[src/rtl/counter_pkg.sv]
// Shared definitions for the counter bank: channel mode encoding and a
// constant log2 helper used to size channel-select ports.
package counter_pkg;

    typedef enum logic {
        MODE_ONESHOT = 1'b0,
        MODE_RELOAD  = 1'b1
    } mode_t;

    // Ceiling log2; returns 0 for n <= 1.
    function automatic int unsigned clog2(input int unsigned n);
        int unsigned r;
        int unsigned v;
        r = 0;
        v = 1;
        while (v < n) begin
            v = v << 1;
            r++;
        end
        return r;
    endfunction

endpackage

[src/rtl/counter_chan.sv]
// One saturating down-counter channel with optional auto-reload and a
// registered terminal-count pulse on the 1 -> 0 (or 1 -> reload) step.
module counter_chan
    import counter_pkg::*;
#(
    parameter int unsigned WIDTH = 32
) (
    input  logic             clock,
    input  logic             reset,
    input  logic             ld,
    input  logic [WIDTH-1:0] ld_val,
    input  mode_t            ld_mode,
    input  logic             dec,
    output logic             zero,
    output logic             tc,
    output logic [WIDTH-1:0] count
);

    logic [WIDTH-1:0] reload_reg;
    mode_t            mode;

    // Count, reload value, mode and tc pulse; reset > load > dec > hold.
    always_ff @(posedge clock) begin
        if (reset) begin
            count      <= '0;
            reload_reg <= '0;
            mode       <= MODE_ONESHOT;
            tc         <= 1'b0;
        end else if (ld) begin
            count      <= ld_val;
            reload_reg <= ld_val;
            mode       <= ld_mode;
            tc         <= 1'b0;
        end else if (dec) begin
            if (count == '0) begin
                tc <= 1'b0;
            end else if (count == WIDTH'(1)) begin
                count <= (mode == MODE_RELOAD) ? reload_reg : '0;
                tc    <= 1'b1;
            end else begin
                count <= count - WIDTH'(1);
                tc    <= 1'b0;
            end
        end else begin
            tc <= 1'b0;
        end
    end

    assign zero = (count == '0);

endmodule

[src/rtl/counter_bank.sv]
// Bank of NUM_CH independent down-counter channels sharing one load port,
// with per-channel decrement/zero/tc and a registered readback mux.
module counter_bank
    import counter_pkg::*;
#(
    parameter  int unsigned WIDTH  = 32,
    parameter  int unsigned NUM_CH = 4,
    localparam int unsigned CH_W   = (clog2(NUM_CH) > 1) ? clog2(NUM_CH) : 1
) (
    input  logic              clock,
    input  logic              reset,
    input  logic              load,
    input  logic [CH_W-1:0]   load_ch,
    input  logic [WIDTH-1:0]  load_val,
    input  logic              reload_en,
    input  logic [NUM_CH-1:0] dec,
    output logic [NUM_CH-1:0] zero,
    output logic [NUM_CH-1:0] tc,
    input  logic [CH_W-1:0]   rd_ch,
    output logic [WIDTH-1:0]  rd_val
);

    logic [WIDTH-1:0]  counts [NUM_CH];
    logic [NUM_CH-1:0] ld;
    logic [WIDTH-1:0]  rd_next;

    for (genvar g = 0; g < NUM_CH; g++) begin : g_chan
        // Out-of-range load_ch matches no channel, so such loads are dropped.
        assign ld[g] = load && (load_ch == CH_W'(g));

        counter_chan #(
            .WIDTH(WIDTH)
        ) u_chan (
            .clock  (clock),
            .reset  (reset),
            .ld     (ld[g]),
            .ld_val (load_val),
            .ld_mode(mode_t'(reload_en)),
            .dec    (dec[g]),
            .zero   (zero[g]),
            .tc     (tc[g]),
            .count  (counts[g])
        );
    end

    // Readback select; an out-of-range rd_ch leaves the default of zero.
    always_comb begin
        rd_next = '0;
        for (int unsigned i = 0; i < NUM_CH; i++) begin
            if (rd_ch == CH_W'(i)) begin
                rd_next = counts[i];
            end
        end
    end

    // Register the pre-update count of the selected channel.
    always_ff @(posedge clock) begin
        if (reset) begin
            rd_val <= '0;
        end else begin
            rd_val <= rd_next;
        end
    end

endmodule

[config.mk]
export PLATFORM = sky130hd
export DESIGN_NAME = counter_bank
export DESIGN_NICKNAME = d
export VERILOG_FILES = /design/src/rtl/counter_pkg.sv /design/src/rtl/counter_chan.sv /design/src/rtl/counter_bank.sv
export SDC_FILE = /design/constraint.sdc
export NUM_CORES = 1
export LEC_CHECK = 0
export BUFFER_PORTS_ARGS = -buffer_cell sky130_fd_sc_hd__buf_2
export CORE_MARGIN = 5
export CORE_UTILIZATION = 62
export CTS_CLUSTER_DIAMETER = 40
export DETAILED_ROUTE_END_ITERATION = 7
export PLACE_DENSITY = 0.83
export SLEW_MARGIN = 20
export SYNTH_ARGS = -nofsm -noshare
export SYNTH_HDL_FRONTEND = slang
export SYNTH_SLANG_ARGS = --single-unit
[constraint.sdc]
create_clock -name clock -period 2.5 [get_ports clock]
set_input_delay 0.25 -clock clock [delete_from_list [all_inputs] [get_ports clock]]
set_output_delay 0.25 -clock clock [all_outputs]
set_load 0.005 [all_outputs]
==> run summary, run 1 <==
The flow ran to the end, and the final reports show no timing, DRC or antenna violations. The arrival time at the worst endpoint is 2.20 ns, and the final worst hold slack is 0.0803 ns. For the net total in the final layout, the log shows 2,220. The analysis attributes to cell leakage a power of 7.32 nW.

Counting I/O delays and the setup requirement, the final critical path takes 2.45 ns. Cell type with the largest total area after synthesis: dfxtp_1. The detail-routed net length per standard cell is 25.9 um. The tools report the DRC violations left as 0. The worst hold path belongs to the class input port to flop. The number of cells on the worst reg-to-reg path was 6; the number of distinct standard cells referenced by the synthesized netlist was 81. In this run the number of H-tree levels came out at 2. The maximum fanout along the worst path was 7. The register area share after synthesis came out at 0.367.

The later pin in the worst-skew pair is clocked with a latency of 0.54 ns. Counting the fill cells in the layout gives 1,983. The share of the clock period used by the worst path after layout came out at 0.979. Walking the worst path, the cells encountered are nor4_2 > and4_2 > nand2_2 > buf_4 > nor2_1 > buf_2. Across all register-to-register paths, the minimum setup slack is 0.12 ns.

Yosys mapped a number of flops with a built-in enable equal to 0. The worst clock skew on the final layout came out at 0.0214 ns. The normalized max-slew margin is 0.403, and the width of the die is 171 um. Type of the worst setup path: flop to output pin.

Yosys attributes the largest share of cell area to dfxtp_1 37%, nand2_1 9.5%, a21oi_1 7.1%, mux4_2 4.5%, o21ai_0 3.2%. The number of nets produced by synthesis was 2,083. After clock tree synthesis, the clock-pin slew on the worst setup and hold paths is 0.06 ns. The run gives 45.7 mm as the HPWL after detailed placement. The synthesis warning total came out at 0. The clock passes through at most 3 buffers. The power per cell area is 912 mW/mm^2. The top cell types in the final layout, fill and taps aside, are 407 x nand2_1, 296 x dfxtp_1, 230 x a21oi_1.

The number of flip-flops and latches in the synthesized netlist came out at 296. The first global-routing pass estimated 97.3 mm of wire. The total routing resource utilization after global routing was 0.436. The slowest stage of the critical path is the dfxtp_1 cell.

Before antenna repair, the detailed router went through 6 iterations. Leading register cell type out of synthesis: dfxtp_1. The post-cts hold buffer count came out at 0. The tools report the max-slew violation total from the final report as 0. Across the run, the number of max-cap violations was 0. Residual overflow from global routing: 0. The fraction of synthesis flops using an asynchronous set or reset pin came out at 0.

During placement, the flow inserted port buffers numbering 83. The routed layout has 17,500 vias. At the end of routability-driven placement, the weighted congestion stood at 1.03.

For this design the top-level I/O count stands at 84. Floorplan die area: 0.0294 mm^2. In this run the critical register-to-register path is captured at g_chan[2].u_chan.count[14]. The number of standard cells after synthesis was 2,031.

The maximum operating frequency is 0.409 GHz. The tools report the effective utilization at floorplan as 0.625. The tools report the root buffer cell as clkbuf_16. In the routed layout, each cell is associated on average with a via count of 6.91.

In this run the critical register-to-register path is launched from g_chan[2].u_chan.count[3]. The floorplan die height works out to 171 um. The most common cell after layout, fill and taps aside was nand2_1. The share of final-layout standard cells stronger than drive strength 1 works out to 0.198. The logs give 0.00948 mm^2 for the area of combinational cells with multiple inputs and 2,531 for the first-iteration detailed-routing DRC count. After synthesis, the mean cell area works out to 7.95 um^2. Compared with the post-synthesis result, the final layout area differs by 18.9%.

The endpoint type of the worst setup path is an output pin. At the pin with the least slew margin, the transition time is 0.892 ns. The worst setup path is launched from a flop. The portion of synthesized cell area occupied by the leading cell type was 0.367.

The logs give 16,200 for the via count of the first global-routing pass and 0 for the final antenna-violating net count. Tracing the worst setup path back leads to its startpoint at g_chan[2].u_chan.count[12]. The count of endpoints failing hold in the final timing report is 0. The logs give 59 for the row count and 0 ns for the sum of negative setup slack.

In this run the cell area of the synthesized design comes to 0.0162 mm^2. In this run, CTS created clock tree buffers numbering 40. On the worst path, the slowest cell contributes a delay of 0.41 ns. The number of clock sinks was 296; the overall power consumption was 17.5 mW. Area of the core: 0.0258 mm^2. Setup repair after global routing could not meet its margin everywhere. For this block, the routed nets add up to 65.8 mm of wire. Entering global routing, the biggest net connects 46 pins.

The data required time of the critical path is 2.25 ns. TritonCTS built the clock tree. IR analysis of the VDD net gives a maximum drop of 0.874 mV. The run gives 0.00593 mm^2 as the footprint of the flip-flops and latches. The initial antenna violation count is 8.

Following the worst setup path forward leads to its endpoint at zero[2]. Setup violations remaining at the end of the flow were counted as 0.
cell type report:
class                      instances  area share
inverter                          24     0.00469
clock buffer                      51      0.0591
timing repair buffer             264      0.0973
clock inverter                    22      0.0149
tap                              335      0.0218
sequential                       296       0.308
antenna                            2    0.000261
multi-input combinational       1542       0.494
worst max-delay path: cells and delay by family (launching register included):
family | cells | cell delay, ns
flip-flops | 1 | 0.41
buffers and inverters | 2 | 0.29
AND/OR/NAND/NOR | 4 | 0.94
how the worst min path moves through the flow:
stage / startpoint / endpoint / slack [ns] / cells after the start
2_1_floorplan: load_val[20] / g_chan[3].u_chan.count[20] / 0.36 / 2
4_1_cts: dec[0] / g_chan[0].u_chan.count[28] / 0.07 / 4
6_report: dec[0] / g_chan[0].u_chan.count[28] / 0.08 / 4
5_1_grt: dec[0] / g_chan[0].u_chan.count[28] / 0.10 / 4
3_5_place_dp: g_chan[3].u_chan.reload_reg[1] / g_chan[3].u_chan.count[1] / 0.44 / 2
3_3_place_gp: g_chan[3].u_chan.reload_reg[1] / g_chan[3].u_chan.count[1] / 0.43 / 2
per-stage QoR:
| step | util | cells | worst slack (ns) | instance area (um^2) |
|---|---|---|---|---|
| after global routing | 0.743 | 2534 | -0.00954 | 19200 |
| after floorplan | - | 2031 | 0.288 | 16200 |
| after global placement | 0.684 | 2452 | 0.179 | 17700 |
| final | 0.743 | 2536 | 0.0524 | 19200 |
| after detailed placement | 0.684 | 2452 | 0.142 | 17700 |
| after CTS | 0.740 | 2526 | 0.0183 | 19100 |
Yosys cell counts (all sizes together) (11+ instances only):
master / count
clkbuf: 102
and2: 39
a21oi: 239
o21ai: 108
inv: 24
nand2: 409
nor3: 76
xnor2: 33
mux4: 32
nor4: 55
nor2: 95
nand3: 40
a221o: 20
o211ai: 20
a22oi: 17
a211oi: 31
xor2: 36
or3: 22
dfxtp: 296
o31ai: 14
a31oi: 36
or4: 11
buf: 67
nand4: 27
a21boi: 13
and3: 15
routing by layer:
layer | vias up | part of all wire | track usage
met5 | - | 0.00094 | 0
met4 | 10 | 0.086 | 0.310
met3 | 320 | 0.13 | 0.106
met2 | 1316 | 0.42 | 0.648
met1 | 8191 | 0.36 | 0.556
li1 | 7678 | - | -
kinds of logic after synthesis:
group | Yosys count | synth area share
muxes | 39 | 0.0491
xor gates and xnor gates | 69 | 0.0374
and+or+nand+nor | 830 | 0.256
DFF | 296 | 0.367
adders and majority gates | 8 | 0.00620
buffers and inverters | 193 | 0.0517
AOI/OAI and AO/OA | 596 | 0.232
where the power goes:
group	switching, mW	total, mW	internal [mW]
sequential	0.575	5.74	5.16
clock	2.30	6.06	3.76
combinational	3.39	5.73	2.34
total	6.27	17.5	11.3
repair_timing:
action / CTS / global route
setup buffers: 1 / 8
pin swaps: 1 / 1
gates resized for setup: 1 / 9
endpoints found under the setup margin: 1 / 34
Power figures use the tool's default switching activity.
==> run 2, diff against run 1 <==
ABC_AREA = 1   (was not set)
CORE_UTILIZATION = 63   (was 62)
==> run summary, run 2 <==
Number of cells on the worst reg-to-reg path: 11 (was 6). Synth top cells by count: 901 x nand2_1, 447 x nor2_1, 296 x dfxtp_1, 257 x a21oi_1, 247 x inv_1 (was 408 x nand2_1, 296 x dfxtp_1, 230 x a21oi_1, 102 x o21ai_0, 101 x clkbuf_1). The footprint of the flip-flops and latches was 0.00593 mm^2 (unchanged); the area of the core was 0.0276 mm^2 (was 0.0258 mm^2).

The maximum operating frequency is 0.414 GHz (was 0.409 GHz). The tools report the kind of start point of the critical path as a flop (unchanged). Maximum fanout along the worst path: 5 (was 7). The logs give 0.00997 mm^2 (was 0.00948 mm^2) for the area of combinational cells with multiple inputs and 0 (unchanged) for the count of endpoints failing hold in the final timing report. The count of flip-flops with a built-in enable after synthesis is 0 (unchanged), and the net switching fraction of the power is 0.417 (was 0.357).

The final worst hold slack came out at 0.0422 ns (was 0.0803 ns). Leading cell types in the layout, fill and taps excluded: 901 x nand2_1, 445 x nor2_1, 296 x dfxtp_1 (was 407 x nand2_1, 296 x dfxtp_1, 230 x a21oi_1). The number of flip-flops and latches in the synthesized netlist was 296 (unchanged). Total of max-cap violations: 0 (unchanged). The CTS H-tree depth is 2 (unchanged), and the largest net degree at the start of global routing is 122 (was 46).

The number of distinct standard cells referenced by the synthesized netlist was 42 (was 81). The effective utilization at floorplan came out at 0.634 (was 0.625). The worst voltage drop across the vdd grid was 0.600 mV (was 0.874 mV); the arrival time at the worst endpoint was 2.17 ns (was 2.20 ns). Most common cell after layout, fill and taps aside: nand2_1 (unchanged). The tools report the combinational share of power as 0.383 (was 0.327). Largest cells by area after synthesis: dfxtp_1 34%, nand2_1 19%, nor2_1 9.6%, a21oi_1 7.3%, nand3_1 6.5% (was dfxtp_1 37%, nand2_1 9.5%, a21oi_1 7.1%, mux4_2 4.5%, o21ai_0 3.2%).

The post-synth design cell area was 0.0175 mm^2 (was 0.0162 mm^2). For the final worst-path setup slack, the log shows 0.0833 ns (was 0.0524 ns). The root buffer cell is clkbuf_16 (unchanged). The relative area change from synthesis to final layout is 13.1% (was 18.9%), and the pin slew with the least headroom to its limit is 0.977 ns (was 0.892 ns).

The floorplan die height is 177 um (was 171 um), and the final routed wirelength across all metal layers is 67.6 mm (was 65.8 mm). The number of standard cells after synthesis is 2,877 (was 2,031). The endpoint with the worst hold slack is g_chan[2].u_chan.tc (was g_chan[0].u_chan.count[28]). The tools report the number of CTS-inserted buffers as 45 (was 40).

The endpoint type of the worst setup path is an output pin (unchanged). The first-pass GRT wire length came out at 103 mm (was 97.3 mm). For the number of nets produced by synthesis, the log shows 2,929 (was 2,083). The residual overflow from global routing came out at 0 (unchanged).

The via count of the first global-routing pass was 18,300 (was 16,200). For the leakage power, the log shows 9.45 nW (was 7.32 nW). The pre-CTS worst setup slack was 0.179 ns (was 0.142 ns). Cell type with the largest total area after synthesis: dfxtp_1 (unchanged). The fraction of synthesis flops using an asynchronous set or reset pin came out at 0 (unchanged).

For the post-layout instance area, the log shows 0.0198 mm^2 (was 0.0192 mm^2). The cell-internal power is 11.6 mW (was 11.3 mW). The final reports fail on DRC. The width of the die is 177 um (was 171 um). Sequential cell fraction of total power: 0.293 (was 0.327). The run finished, with violations left. Setup repair after global routing left no endpoint under its margin. The mean area per synthesized cell was 6.09 um^2 (was 7.95 um^2). The portion of synthesized cell area occupied by the leading cell type came out at 0.338 (was 0.367). Detail-routed net length per standard cell: 20.2 um (was 25.9 um).

Max-slew violation total from the final report: 0 (unchanged). The share of the clock period used by the worst path after layout works out to 0.967 (was 0.979). The share of power burned in the clock network was 0.324 (was 0.346); the utilization of the core after routing was 0.718 (was 0.743). The run gives 19,900 (was 17,500) as the total via count in the routed design. The clock network latency to the later pin of the worst-skew pair was 0.55 ns (was 0.54 ns). The launch point of the worst reg-to-reg path is g_chan[1].u_chan.count[0] (was g_chan[2].u_chan.count[3]).

Most repeated cell in the gate-level netlist after synthesis: nand2_1 (unchanged). The HPWL after detailed placement was 48.4 mm (was 45.7 mm); the final setup violation count was 0 (unchanged). The total routing resource utilization after global routing was 0.421 (was 0.436); the power dissipated by switching net loads was 8.25 mW (was 6.27 mW). The number of clock sinks came out at 296 (unchanged). The post-detailed-placement cell area is 0.0183 mm^2 (was 0.0177 mm^2), and the floorplan die area is 0.0313 mm^2 (was 0.0294 mm^2). The share of final-layout standard cells stronger than drive strength 1 came out at 0.106 (was 0.198). The largest buffer count on any clock path was 3 (unchanged); the final antenna-violating net count was 0 (unchanged). Number of vias per cell: 5.94 (was 6.91).

The number of stages on the worst hold path is 3 (was 4), and the row count is 61 (was 59). The tools report the sum of negative setup slack as 0 ns (unchanged). The run gives 0 (unchanged) as the synthesis warning total.

TritonCTS built the clock tree. The leading register cell type out of synthesis was dfxtp_1 (unchanged). The total of buffers placed on input and output ports is 83 (unchanged).

The tools report the data required time of the critical path as 2.25 ns (about the same). The clock-pin slew on the worst setup and hold paths was 0.06 ns (about the same). The critical register-to-register path endpoint is g_chan[1].u_chan.count[28] (was g_chan[2].u_chan.count[14]). The tools report the number of I/O pins as 84 (unchanged). The tools report the worst reg-to-reg setup slack as 0.22 ns (was 0.12 ns).

The power per cell area is 999 mW/mm^2 (was 912 mW/mm^2). For the normalized max-slew margin, the log shows 0.345 (was 0.403). The worst clock skew on the final layout was 0.0242 ns (was 0.0214 ns). Worst min-delay path category: input port to flop (unchanged). The net total in the final layout came out at 2,993 (was 2,220).

The type of the worst setup path is flop to output pin (unchanged). The run gives 2,411 (was 1,983) as the number of inserted filler cells in the final layout. The run gives 0.338 (was 0.367) as the register area share after synthesis. The tools report the origin of the worst min-delay path as dec[2] (was dec[0]).

The detailed-routing iteration count for the pre-antenna-repair pass is 8 (was 6), and the DRC violations left is 2 (was 0). The clock period minus final worst setup slack is 2.42 ns (was 2.45 ns). The initial antenna violation count was 1 (was 8). The final RePlAce weighted congestion came out at 1.07 (was 1.03). The run gives 2,438 (was 2,531) as the first-iteration detailed-routing DRC count.
[run 2: cell count changes in the layout (fill, tap and decap cells not counted), sizes merged, moves of 36 or more]
cell / change
nor4: -53
nor2: +393
buf: -119
nor3: -61
o22ai: +38
and2: -36
nand3: +188
inv: +234
nand2: +520
[run 2: worst max-delay path by stage]
| stage | start | endpoint | slack, ns | cells after the start |
|---|---|---|---|---|
| 2_1_floorplan | g_chan[0].u_chan.count[0] | g_chan[0].u_chan.count[12] | 0.77 | 14 |
| 3_3_place_gp | g_chan[0].u_chan.count[0] | g_chan[0].u_chan.count[26] | 0.13 | 11 |
| 3_5_place_dp | load | g_chan[0].u_chan.count[25] | 0.18 | 8 |
| 4_1_cts | g_chan[1].u_chan.count[0] | zero[1] | 0.07 | 9 |
| 5_1_grt | g_chan[1].u_chan.count[0] | zero[1] | 0.008 | 9 |
| 6_report | g_chan[1].u_chan.count[0] | zero[1] | 0.08 | 9 |
[run 2: logic make-up after synthesis]
group / synth area share
buf+inv: 0.0947
compound gates: 0.134
simple gates: 0.407
xor+xnor: 0.0210
fa+ha+maj: 0.00571
flops: 0.338
[run 2: critical path: stages (launching register included)]
cell,delay [ns]
dfxtp_1,0.34
inv_1,0.15
ha_2,0.24
nand2_2,0.12
nor2_4,0.19
nand2_2,0.08
inv_2,0.09
nand2_2,0.08
nor3b_2,0.20
buf_2,0.15
[run 2: per-layer routing]
layer / track usage / up-vias / wire, um
li1: - / 9318 / -
met1: 0.556 / 9041 / 25700
met2: 0.609 / 1296 / 27600
met3: 0.109 / 274 / 9010
met4: 0.275 / 2 / 5390
met5: 0 / - / 7
[run 2: what timing repair did]
action | 4_1_cts | 5_1_grt
pin swaps | 1 | 1
setup buffers | 0 | 3
resized for setup | 1 | 2
setup endpoints to repair | 1 | 8
hold buffers | 1 | 0
hold endpoints to repair | 1 | 0
gates cloned | 0 | 0
[run 2: through the flow]
step	std cells	total power, mW
finish	3353	19.8
global route	3352	20.9
CTS	3349	19.5
detailed placement	3268	13.1
global placement	3268	13.0
floorplan	2877	11.0
[run 2: cell type report]
class	instances	area share
multi-input cells	2193	0.503
flip-flops and latches	296	0.299
clock buffers	51	0.0589
inverters	259	0.0497
repair buffers	146	0.0478
well taps	378	0.0239
clock inverters	29	0.0181
diodes	1	0.000126
[run 2: power by group through the flow]
stage | logic (mW) | clock network [mW] | registers, mW
after floorplan | 5.37 | 0 | 5.67
after global placement | 7.15 | 0 | 5.84
after detailed placement | 7.25 | 0 | 5.86
after CTS | 7.32 | 6.44 | 5.76
after global routing | 8.38 | 6.65 | 5.84
final | 7.58 | 6.43 | 5.81
